File: src/rtl/mul_12.sv
// 3-stage pipelined multiplier for the 12-bit float format {sgn, exp[4:0], man[5:0]}, bias 15.
// Truncating normalisation, flush-to-zero on underflow, saturation on overflow.
module mul_12 #(
    parameter int EXP_W = 5,
    parameter int MAN_W = 6,
    parameter int BIAS  = 15
) (
    input  logic                     clk_i,
    input  logic                     rst_n_i,
    input  logic                     valid_i,
    input  logic [EXP_W+MAN_W:0]     data_1_i,
    input  logic [EXP_W+MAN_W:0]     data_2_i,
    output logic                     valid_o,
    output logic [EXP_W+MAN_W:0]     data_prod_o
);

    localparam int W  = 1 + EXP_W + MAN_W;
    localparam int MW = MAN_W + 1;
    localparam int PW = 2 * MW;
    localparam int SW = EXP_W + 1;
    localparam int EW = EXP_W + 3;
    localparam logic signed [EW-1:0] BIAS_S = EW'(BIAS);
    localparam logic signed [EW-1:0] EMAX_S = EW'((1 << EXP_W) - 1);

    // valid shift register runs alongside the data stages
    logic [2:0]       vld_q;

    logic             sgn1_q, zero1_q;
    logic [SW-1:0]    esum1_q;
    logic [MW-1:0]    ma1_q, mb1_q;

    logic             sgn2_q, zero2_q;
    logic [SW-1:0]    esum2_q;
    logic [PW-1:0]    p2_q;

    logic [W-1:0]     prod3_q;

    logic             sgn1_d, zero1_d;
    logic [SW-1:0]    esum1_d;
    logic [MW-1:0]    ma1_d, mb1_d;
    logic [PW-1:0]    p2_d;
    logic [W-1:0]     prod3_d;

    logic signed [EW-1:0] e_s;
    logic [MAN_W-1:0]     man_n;

    always_comb begin
        sgn1_d  = data_1_i[W-1] ^ data_2_i[W-1];
        zero1_d = (data_1_i[W-2:0] == '0) | (data_2_i[W-2:0] == '0);
        esum1_d = {1'b0, data_1_i[W-2:MAN_W]} + {1'b0, data_2_i[W-2:MAN_W]};
        ma1_d   = {1'b1, data_1_i[MAN_W-1:0]};
        mb1_d   = {1'b1, data_2_i[MAN_W-1:0]};
        p2_d    = {{MW{1'b0}}, ma1_q} * {{MW{1'b0}}, mb1_q};
    end

    // p2_q[PW-1:PW-2] is never 00, so a single-bit shift normalises
    always_comb begin
        e_s     = $signed({2'b00, esum2_q}) - BIAS_S
                + $signed({{(EW-1){1'b0}}, p2_q[PW-1]});
        man_n   = p2_q[PW-1] ? p2_q[PW-2 -: MAN_W] : p2_q[PW-3 -: MAN_W];
        prod3_d = '0;
        if (zero2_q || e_s < 0 || (e_s == 0 && man_n == '0)) begin
            prod3_d = '0;
        end else if (e_s > EMAX_S) begin
            prod3_d = {sgn2_q, {EXP_W{1'b1}}, {MAN_W{1'b1}}};
        end else begin
            prod3_d = {sgn2_q, e_s[EXP_W-1:0], man_n};
        end
    end

    logic unused_p_lo;
    assign unused_p_lo = ^p2_q[PW-MW-2:0];

    always_ff @(posedge clk_i or negedge rst_n_i) begin
        if (!rst_n_i) begin
            vld_q   <= '0;
            sgn1_q  <= 1'b0;
            zero1_q <= 1'b0;
            esum1_q <= '0;
            ma1_q   <= '0;
            mb1_q   <= '0;
            sgn2_q  <= 1'b0;
            zero2_q <= 1'b0;
            esum2_q <= '0;
            p2_q    <= '0;
            prod3_q <= '0;
        end else begin
            vld_q   <= {vld_q[1:0], valid_i};
            sgn1_q  <= sgn1_d;
            zero1_q <= zero1_d;
            esum1_q <= esum1_d;
            ma1_q   <= ma1_d;
            mb1_q   <= mb1_d;
            sgn2_q  <= sgn1_q;
            zero2_q <= zero1_q;
            esum2_q <= esum1_q;
            p2_q    <= p2_d;
            prod3_q <= prod3_d;
        end
    end

    assign valid_o     = vld_q[2];
    assign data_prod_o = prod3_q;

endmodule
File: config.mk
export PLATFORM = sky130hd
export DESIGN_NAME = mul_12
export DESIGN_NICKNAME = d
export VERILOG_FILES = /design/src/rtl/mul_12.sv
export SDC_FILE = /design/constraint.sdc
export NUM_CORES = 1
export LEC_CHECK = 0
export ABC_CLOCK_PERIOD_IN_PS = 4200
export CAP_MARGIN = 15
export CORE_ASPECT_RATIO = 1.5
export CORE_MARGIN = 4
export CORE_UTILIZATION = 51
export CTS_CLUSTER_SIZE = 30
export DETAILED_ROUTE_END_ITERATION = 12
export PLACE_DENSITY_LB_ADDON = 0.25
export SKIP_LAST_GASP = 1
export SLEW_MARGIN = 20
export SYNTH_ARGS = -nofsm -noshare
export SYNTH_HDL_FRONTEND = slang
export SYNTH_SLANG_ARGS = --single-unit
File: constraint.sdc
create_clock -name clk_i -period 4.2 [get_ports clk_i]
set_input_delay 0.84 -clock clk_i [delete_from_list [all_inputs] [get_ports clk_i]]
set_output_delay 0.84 -clock clk_i [all_outputs]
set_load 0.03 [all_outputs]
==> impl_metrics.toml <==
[pwr]
power_mw = 1.91
internal_power_mw = 1.20
switching_share_pct = 37.0
p_leak_nw = 1.96
p_switching_mw = 0.708
seqPwrFrac_pct = 35.9
share_comb_of_total_power_pct = 46.4
power-per-cell-area_mw_per_mm2 = 459
ir_drop_uv = 222
clockPowerShare_pct = 17.7

[layout]
synthToLayoutAreaGrowth_pct = 21.6
antenna_cells = 0
drive_above_1_share_pct = 12.2
fin_nets = 449
final_area_mm2 = 0.00417
nFillCells = 524

[timing]
setup_ws_ps = 126
hold_violations = 0
period_minus_slack_ps = 4070
fin_worst_skew_ps = 11.0
maxSlewHeadroom_pct = 49.3
final_max_slew_viol_count = 0
setup_violations = 0
worstMarginPinSlew_ps = 761
fin_crit_sh_pct = 97.0
fmax_mhz = 245

[routing]
drc = 0
drtAntennaViolNets = 0
firstDrtPassIters = 4
drt_iter0_drc = 77
vias_per_cell = 5.48
wl_mm = 6.11
via_count = 2396
wl_per_cell_um = 14.0

[worst_setup_path]
crit_type = "flip-flop to flip-flop"
end_kind = "flip-flop"
worstPathMaxFanout = 6
crit_chain = "nand2_2, fa_1, fa_1, fa_1, inv_1, fa_1, ha_2, or3_4, a221oi_4, nor2_2, o41ai_2, xnor2_1"
slowest_stage = "fa_1"
cp-start-kind = "flip-flop"
cpPeakStageDelay_ps = 540
worst_ep_arrival_time_ps = 4260
crit_family = "adder cells"
cpMostUsedCell = "fa_1"
cp_data_required_time_ps = 4380
crit_buf_inv = 1

[synthesis]
ys_top_cells_by_count = "52 x dfrtp_1, 38 x ha_1, 30 x and2_1"
synthArstFlopShare_pct = 100
synthMuxAreaShare_pct = 1.75
synth_seq_area_share_pct = 38.0
yosysMostFrequentCell = "dfrtp_1"
yosys.area.top_type = "dfrtp_1"
synth-main-ff-cell = "dfrtp_1"
synthesis.nets = 394
synth-xor-area-share_pct = 4.34
synth_compound_area_share_pct = 9.24
synth_top_family_by_area = "adder cells"
avgSynthCellArea_um2 = 11.2
synth_cells = 305
yosysWarnings = 0
synth_edf_count = 0
yosysTopAreaCellShare_pct = 38.0
synth_adder_area_share_pct = 27.9
synthSimpleGateAreaFrac_pct = 14.3
synth_seq_cells = 52
synth_area_leaders = "dfrtp_1 38%, fa_1 14%, ha_1 14%"
yosysUniqueCellTypes = 45
netlist_area_mm2 = 0.00343

[placement]
portBuffers = 39
pre_cts_slack_ps = -25.6
place_congestion = 0.859
dpl_cell_area_mm2 = 0.00389
dp_hpwl_mm = 4.88

[floorplan]
row_count = 36
io_pins = 40
dieArea_mm2 = 0.00812
dieHeight_um = 108
fp.dieW_um = 74.9
coreArea_mm2 = 0.00653
initial_utilization_pct = 52.5

[outcome]
run_status = "completed"

[min_path]
hold_path_class = "flip-flop to flip-flop"

[clock_tree]
cts_tree = "built"
cts_root_buffer = "clkbuf_8"
cts_hold_buf = 0
cts.clk_slew.worst_paths_ps = 100
htreeDepth = 2
cts.sinks = 52
clk_latency_ps = 310
clockBufferDepth = 2
cts_buffers = 5

[global_routing]
grt_start_max_net_pins = 53
grt-ovfl-total = 0
grt_pass1_wl_mm = 9.97
grt_use_total_pct = 16.1
antenna_found_initial = 0
grt_pass1_vias = 2360

[flow_run]
maxCapViolations = 0
==> power by group through the flow <==
stage	registers, mW	logic, mW	clock network (mW)
global placement	0.694	0.797	0
global route	0.697	0.991	0.367
detailed placement	0.698	0.810	0
CTS	0.687	0.832	0.342
finish	0.686	0.886	0.338
floorplan	0.776	0.495	0
==> final cells by class <==
cell class	instances	area, µm²	area share, %
clock buffers	5	68.8	1.65
clock inverters	3	42.5	1.02
inverters	27	101	2.43
multi-input cells	220	2050	49.2
flip-flops and latches	52	1310	31.4
well taps	76	95.1	2.28
repair buffers	54	500	12.0
==> kinds of logic after synthesis <==
group | count (synthesis)
and+or+nand+nor | 89
adders and majority gates | 62
DFF | 52
AOI/OAI and AO/OA | 45
buffers and inverters | 33
xor gates and xnor gates | 17
muxes | 6
other | 1
==> flip-flops by register name, summed over array words and instances, names as in the netlist <==
register / flops
data_prod_o: 12
p2_q: 8
ma1_q: 7
esum1_q: 6
esum2_q: 6
mb1_q: 6
vld_q: 3
sgn1_q: 1
sgn2_q: 1
zero1_q: 1
zero2_q: 1
==> stage by stage <==
step	setup TNS, ps	hold slack [ps]	util [%]	instances
6_report	0	355	63.8	437
3_5_place_dp	-25.7	335	59.6	418
3_3_place_gp	0	334	59.6	418
4_1_cts	0	356	62.0	430
5_1_grt	-89.3	361	63.8	437
2_1_floorplan	0	331	-	305
==> worst register-to-register path, cell delays in order, from the launching register on <==
cell	delay, ps
dfrtp_2	440
nand2_2	70
fa_1	540
fa_1	450
fa_1	540
inv_1	50
fa_1	450
ha_2	190
or3_4	390
a221oi_4	320
nor2_2	90
o41ai_2	320
xnor2_1	110
==> repair_timing <==
| action | in CTS | in global routing |
|---|---|---|
| gates resized for setup | 2 | 16 |
| pin swaps | 0 | 16 |
| endpoints found under the setup margin | 2 | 5 |
| setup buffers | 4 | 7 |
==> per-layer routing <==
layer / global-route usage [%] / part of all wire (%) / vias to the layer above
li1: - / - / 1155
met1: 16.4 / 38 / 1159
met2: 30.5 / 55 / 67
met3: 4.00 / 4.4 / 15
met4: 5.73 / 2.7 / 0
met5: 0 / 0 / -
==> final timing paths <==
kind	from	end	slack, ps	cells past startpoint
worst max-delay path	ma1_q[4]	p2_q[11]	130	12
worst min-delay path	vld_q[1]	vld_q[2]	360	0
worst max register to register	ma1_q[4]	p2_q[11]	130	12
worst min register to register	vld_q[1]	vld_q[2]	360	0
max in group asynchronous	rst_n_i	mb1_q[1]	3210	1
min in group asynchronous	rst_n_i	vld_q[2]	540	1
==> layout by cell type, fill, tap and decap left out, types with 2 or more instances in the layout <==
cell and count:
buf_4 16, dfrtp_1 48, o21ai_0 2, a21o_1 7
ha_1 35, a311oi_1 3, nor2_1 7, nand2_1 18
nor3_1 5, inv_1 27, clkdlybuf4s50_1 38, a21oi_1 15
xor2_1 8, nand2_2 2, ha_2 2, fa_1 24
and4_1 3, nor4_1 6, dfrtp_2 4, mux2i_1 6
xnor2_1 9, nor2b_1 2, clkbuf_8 5, o21bai_1 2
and2_1 30, o211ai_1 2, nand3_1 5
No activity file was read; power rests on OpenSTA's default activity.
